==> src/rtl/ahb_bus_arbiter.sv <==
// Two-master AHB arbiter: round-robin grant, burst hold, tenure limit, pipelined HWDATA.
// Define AHB_ARB_FIXED_PRIO_EN for fixed M0 priority with tenure preemption of M1 only.
module ahb_bus_arbiter #(
    parameter int DATA_WIDTH = 32,
    parameter int ADDR_WIDTH = 32,
    parameter int MAX_HOLD   = 16
) (
    input  logic                  HCLK,
    input  logic                  HRESETn,
    input  logic                  HBUSREQ0,
    input  logic                  HBUSREQ1,
    output logic                  HGRANT0,
    output logic                  HGRANT1,
    input  logic [ADDR_WIDTH-1:0] HADDR_M0,
    input  logic [ADDR_WIDTH-1:0] HADDR_M1,
    input  logic [1:0]            HTRANS_M0,
    input  logic [1:0]            HTRANS_M1,
    input  logic                  HWRITE_M0,
    input  logic                  HWRITE_M1,
    input  logic [2:0]            HSIZE_M0,
    input  logic [2:0]            HSIZE_M1,
    input  logic [2:0]            HBURST_M0,
    input  logic [2:0]            HBURST_M1,
    input  logic [3:0]            HPROT_M0,
    input  logic [3:0]            HPROT_M1,
    input  logic [DATA_WIDTH-1:0] HWDATA_M0,
    input  logic [DATA_WIDTH-1:0] HWDATA_M1,
    input  logic                  HREADY,
    output logic [ADDR_WIDTH-1:0] HADDR,
    output logic [1:0]            HTRANS,
    output logic                  HWRITE,
    output logic [2:0]            HSIZE,
    output logic [2:0]            HBURST,
    output logic [3:0]            HPROT,
    output logic [DATA_WIDTH-1:0] HWDATA,
    output logic                  HMASTER
);

    localparam int HW = $clog2(MAX_HOLD + 1);
    localparam logic [1:0] TR_BUSY = 2'b01;
    localparam logic [1:0] TR_SEQ  = 2'b11;

    typedef enum logic [1:0] {
        PARK = 2'd0,
        OWN0 = 2'd1,
        OWN1 = 2'd2
    } state_t;

    state_t        state;
    logic          data_owner;
    logic [HW-1:0] hold_cnt;
`ifndef AHB_ARB_FIXED_PRIO_EN
    logic          rr_ptr;
`endif

    logic       own;
    logic [1:0] trans_own;
    logic       req_own;
    logic       req_oth;
    logic       arb_pt;
    logic       hold_max;
    logic       preempt;
    logic       winner;
    logic       take;
    logic       take_m;
    logic       to_park;

    always_comb begin
        own       = (state == OWN1);
        trans_own = own ? HTRANS_M1 : HTRANS_M0;
        req_own   = own ? HBUSREQ1 : HBUSREQ0;
        req_oth   = own ? HBUSREQ0 : HBUSREQ1;
        // Burst beats (SEQ) and BUSY slots never hand the bus over
        arb_pt    = HREADY && (trans_own != TR_SEQ) &&
                    (trans_own != TR_BUSY);
        hold_max  = (hold_cnt >= HW'(MAX_HOLD));
`ifdef AHB_ARB_FIXED_PRIO_EN
        preempt   = hold_max && own;
        winner    = ~HBUSREQ0;
`else
        preempt   = hold_max;
        winner    = (HBUSREQ0 && HBUSREQ1) ? rr_ptr : HBUSREQ1;
`endif
        take      = 1'b0;
        take_m    = 1'b0;
        to_park   = 1'b0;
        if (state == PARK) begin
            take   = HBUSREQ0 | HBUSREQ1;
            take_m = winner;
        end else if (arb_pt) begin
            if (req_oth && (!req_own || preempt)) begin
                take   = 1'b1;
                take_m = ~own;
            end else if (!req_own) begin
                to_park = 1'b1;
            end
        end
    end

    always_ff @(posedge HCLK or negedge HRESETn) begin
        if (!HRESETn) begin
            state      <= PARK;
            HGRANT0    <= 1'b0;
            HGRANT1    <= 1'b0;
            HMASTER    <= 1'b0;
            data_owner <= 1'b0;
            hold_cnt   <= '0;
`ifndef AHB_ARB_FIXED_PRIO_EN
            rr_ptr     <= 1'b0;
`endif
        end else if (HREADY) begin
            data_owner <= HMASTER;
            if (take) begin
                state    <= take_m ? OWN1 : OWN0;
                HGRANT0  <= ~take_m;
                HGRANT1  <= take_m;
                HMASTER  <= take_m;
                hold_cnt <= '0;
`ifndef AHB_ARB_FIXED_PRIO_EN
                if (state != PARK)
                    rr_ptr <= own;
`endif
            end else if (to_park) begin
                state    <= PARK;
                HGRANT0  <= 1'b0;
                HGRANT1  <= 1'b0;
                hold_cnt <= '0;
            end else if (state != PARK && req_oth && !hold_max) begin
                hold_cnt <= hold_cnt + HW'(1);
            end
        end
    end

    always_comb begin
        HADDR  = '0;
        HTRANS = 2'b00;
        HWRITE = 1'b0;
        HSIZE  = 3'd0;
        HBURST = 3'd0;
        HPROT  = 4'd0;
        case (state)
            OWN0: begin
                HADDR  = HADDR_M0;
                HTRANS = HTRANS_M0;
                HWRITE = HWRITE_M0;
                HSIZE  = HSIZE_M0;
                HBURST = HBURST_M0;
                HPROT  = HPROT_M0;
            end
            OWN1: begin
                HADDR  = HADDR_M1;
                HTRANS = HTRANS_M1;
                HWRITE = HWRITE_M1;
                HSIZE  = HSIZE_M1;
                HBURST = HBURST_M1;
                HPROT  = HPROT_M1;
            end
            default: ;
        endcase
    end

    assign HWDATA = data_owner ? HWDATA_M1 : HWDATA_M0;

endmodule

==> config.mk <==
export PLATFORM = sky130hd
export DESIGN_NAME = ahb_bus_arbiter
export DESIGN_NICKNAME = d
export VERILOG_FILES = /design/src/rtl/ahb_bus_arbiter.sv
export SDC_FILE = /design/constraint.sdc
export NUM_CORES = 1
export LEC_CHECK = 0
export CORE_ASPECT_RATIO = 0.5
export CORE_MARGIN = 4
export CORE_UTILIZATION = 27
export DETAILED_ROUTE_END_ITERATION = 6
export PLACE_DENSITY_LB_ADDON = 0.15
export SLEW_MARGIN = 20
export SYNTH_ARGS = -nofsm -noshare
export SYNTH_HDL_FRONTEND = slang
export SYNTH_SLANG_ARGS = --single-unit
==> constraint.sdc <==
create_clock -name HCLK -period 2.95 [get_ports HCLK]
set_input_delay 0.59 -clock HCLK [delete_from_list [all_inputs] [get_ports HCLK]]
set_output_delay 0.59 -clock HCLK [all_outputs]
set_load 0.03 [all_outputs]
==> results.md <==
* Status: finished clean
* HP Class: reg2reg
* Wire per inst at 16.9 µm
* Crit path top cell by count: buf_4
* Post-synth ARST share at 1.00
* GPL Wtd Cong at just under 0.8
* EDFF count, synth at 0
* Core box area at slightly above 0.006 mm²
* Synth Register Bits at 10
* Hold path endpoint: hold_cnt[3]$_DFFE_PN0P_
* Internal reg-to-reg setup slack at 780 ps
* CTS sink count at 10
* Synthesized netlist cell count at 205
* Top-area cell type share of the netlist area at 0.234
* Die area at just under 0.008 mm²
* Vias at approximately 2500
* Sequential Power Share at 0.060
* Peak Freq at approximately 0.39 GHz
* Avg Inst Size Synth at 8.45 µm²
* P_leak at between 0.0015 and 0.002 µW
* DR pass1 iterations at 5
* Number of setup violations in the final report at 0
* DR WL met3 at ~740 µm
* Net Switching at about 2000 µW
* Crit end category: output port
* Vias in the first global route at approximately 2700
* Area leader, netlist: mux2_2
* CTS Buffer Depth at 2
* Setup TNS at 0 ps
* Compound-Gate Fraction of Synth Area at 0.289
* Period Utilization, post-route at 0.868
* Reg clk slew, reported paths at approximately 40 ps
* Fin area at 0.00420 mm²
* Crit-path max cell delay at approximately 440 ps
* TritonCTS clock tree: done
* Clk_lat worst skew at 240 ps
* Hold path depth at 1
* Critical path launch point type: flip-flop
* Critical-path cell list: inv_1 -> ha_1 -> buf_4 -> a22oi_1 -> nor2b_1 -> buf_4
* RSZ-0062 raised after global routing: no
* Post-synthesis sequential area ratio at 0.145
* Io pins at roughly 240
* Worst flop-to-flop path endpoint: hold_cnt[0]$_DFFE_PN0P_
* Row count at 20
* Initial Util at 0.282
* Simple-Gate Fraction of Synth Area at 0.218
* Die height at approximately 65 µm
* Number of H-tree levels at 1
* CTS buffer count at 3
* Fill count at 494
* Yosys Warn Count at 0
* Final clock skew at 0.777 ps
* Die width at 121 µm
* CP Class: reg2out
* Post-Synth Adder-Cell Area at 0.0434
* Sw Share at 0.507
* Peak supply drop at roughly 0.0004 V
* Mapped Area at between 0.0015 and 0.002 mm²
* Met1 Wirelength at 3120 µm
* Min Tclk post-route at about 2600 ps
* Distinct cells, synth at 32
* Worst r2r src: state[0]$_DFFE_PN0P_
* Post-DP HPWL at about 7400 µm
* Worst slew margin at 0.665
* Clock power share at 0.070
* Remaining antenna violation count after routing at 0
* Combinational cell fraction of total power at 0.871
* 1st-iter DRT viols at roughly 110
* Slew @ Worst Pin at 502 ps
* Crit path DAT at roughly 2000 ps
* Synthesized net count at between 300 and 400
* Synth Flop Type: dfrtp_1
* Root Driver: clkbuf_16
* Min-delay src: hold_cnt[3]$_DFFE_PN0P_
* GR Util All Layers at 0.208
* Pin count of the biggest net entering global routing at 30
* Max-slew violation count at 0
* Post-CTS Resized at 0
* Crit Path Max Fanout at 19
* Met2 wire length at approximately 4800 µm
* Final Hold Vio Count at 0
* P&R area growth vs syn at 142%
* CP required at 2360 ps
* # DRC at 0
* # diodes at 0
* Post CTS Setup Buffer Count at 0
* Power Internal at between 1500 and 2000 µW
* Largest family of logic cells by synthesized area: compound AO/OA/AOI/OAI gates
* Top post-synthesis cells by area: mux2_2, a22oi_1, nor2b_1
* Synth Area in XOR/XNOR at 0
* First-pass GRT wire length at about 13000 µm
* Crit-path slowest cell: ha_1
* DRT Wirelength at about 9000 µm
* Total gr overflow at 0
* Worst path top cell family by delay: buffers and inverters
* Share of layout cells above drive strength 1 at 0.221
* Antenna violations before repair at 0
* IO Port Bufs at between 200 and 250
* Top sig layer: met4
* Post-synthesis mux area share at 0.246
* Area after DPL at about 0.004 mm²
* Post-CTS Hold Fix Bufs at 0
* WP buf/inv at 3
* Pwr dens at 916 mW/mm²
* Final #Nets at 601
* Register-to-Register Path Depth at 8
* Vias per inst at approximately 4.8
* Max Cap Viol at 0
==> worst register-to-register path, stage by stage (launching register included) <==
cell and delay (ps):
dfrtp_1 400, inv_1 100, ha_1 280, buf_4 260
nand2b_1 110, a21oi_1 100, a211oi_4 370, o21ai_1 160
mux2_2 280
==> power groups by stage <==
| stage | Sequential, µW | Combinational (µW) | Clock (µW) |
|---|---|---|---|
| 3_3_place_gp | 226 | 3300 | 0 |
| 3_5_place_dp | 230 | 3360 | 0 |
| 5_1_grt | 239 | 3560 | 276 |
| 6_report | 230 | 3350 | 268 |
| 2_1_floorplan | 258 | 2060 | 0 |
| 4_1_cts | 230 | 3370 | 269 |
==> how the worst max path moves through the flow <==
stage / slack, ps / endpoint / startpoint / cells after the start
after floorplan: 500 / HADDR[0] / state[0]$_DFFE_PN0P_ / 6
after global placement: 460 / HWDATA[1] / HWDATA_M0[1] / 3
after detailed placement: 430 / HWDATA[10] / HWDATA_M0[10] / 3
after CTS: 390 / HBURST[0] / state[1]$_DFFE_PN0P_ / 6
after global routing: 210 / HBURST[0] / state[0]$_DFFE_PN0P_ / 5
final: 390 / HBURST[0] / state[1]$_DFFE_PN0P_ / 6
==> state kept, by name, summed over array words and instances (netlist names) <==
register,cells
data_owner,1
HMASTER,1
rr_ptr,1
hold_cnt,5
state,2
==> metal layers <==
layer	vias to the layer above	track usage
met5	-	0
met4	0	0.0559
met3	17	0.0610
met2	117	0.421
met1	1172	0.209
li1	1223	-
==> synthesized netlist by cell type (2+ instances only) <==
| library cell | count |
|---|---|
| a21o_1 | 2 |
| a21oi_1 | 2 |
| a22o_1 | 2 |
| a22oi_1 | 45 |
| clkbuf_1 | 17 |
| dfrtp_1 | 10 |
| ha_1 | 6 |
| inv_1 | 6 |
| mux2_2 | 36 |
| mux2i_1 | 2 |
| nand2_1 | 3 |
| nand2b_1 | 5 |
| nor2_1 | 2 |
| nor2b_1 | 46 |
| o211ai_1 | 2 |
| o21ai_0 | 2 |
| o22ai_1 | 2 |
==> logic make-up after synthesis <==
kind of cell    after synthesis
buf+inv                      25
mux                          38
flops                        10
simple gates                 60
compound gates               66
fa+ha+maj                     6
==> through the flow <==
stage | hold WS, ps | power, µW | utilization | setup WS, ps | std cells
2_1_floorplan | 294 | 2320 | - | 502 | 205
3_3_place_gp | 480 | 3520 | 0.670 | 463 | 519
3_5_place_dp | 487 | 3590 | 0.670 | 426 | 519
4_1_cts | 497 | 3870 | 0.685 | 387 | 523
5_1_grt | 531 | 4080 | 0.685 | 214 | 523
6_report | 499 | 3850 | 0.685 | 389 | 523
==> area by class of cell <==
| cell class | count | area, µm² | share of cell area |
|---|---|---|---|
| inverter | 6 | 22.5 | 0.00537 |
| timing repair buffer | 245 | 2350 | 0.559 |
| sequential | 10 | 250 | 0.0596 |
| multi-input combinational | 170 | 1380 | 0.328 |
| clock buffer | 4 | 88.8 | 0.0212 |
| tap | 88 | 110 | 0.0262 |
==> layout by cell type, fill, tap and decap left out <==
master           synthesis  routed
buf_12                   0       2
a22o_1                   2       2
dfrtp_1                 10      10
o21ai_0                  2       2
clkdlybuf4s50_1          0     193
and4bb_1                 1       1
o31ai_1                  1       1
buf_4                    0      50
and4_1                   1       1
o22ai_1                  2       2
nand2b_1                 5       5
ha_1                     6       6
inv_1                    6       6
a21bo_2                  1       1
nor2_1                   2       2
mux2i_1                  2       2
o211ai_1                 2       2
a31oi_1                  1       1
a22oi_1                 45      45
nand2_1                  3       3
a21oi_1                  2       2
clkbuf_16                0       3
nor2b_1                 46      46
mux2_2                  36      36
o22a_1                   1       1
o2111ai_1                1       1
a211oi_4                 1       1
clkbuf_8                 0       1
nor3b_2                  1       1
a21o_1                   2       2
o21ai_1                  1       1
and3_1                   1       1
a31o_2                   1       1
o21a_1                   1       1
Note: power is estimated with default switching activity, not from simulation.
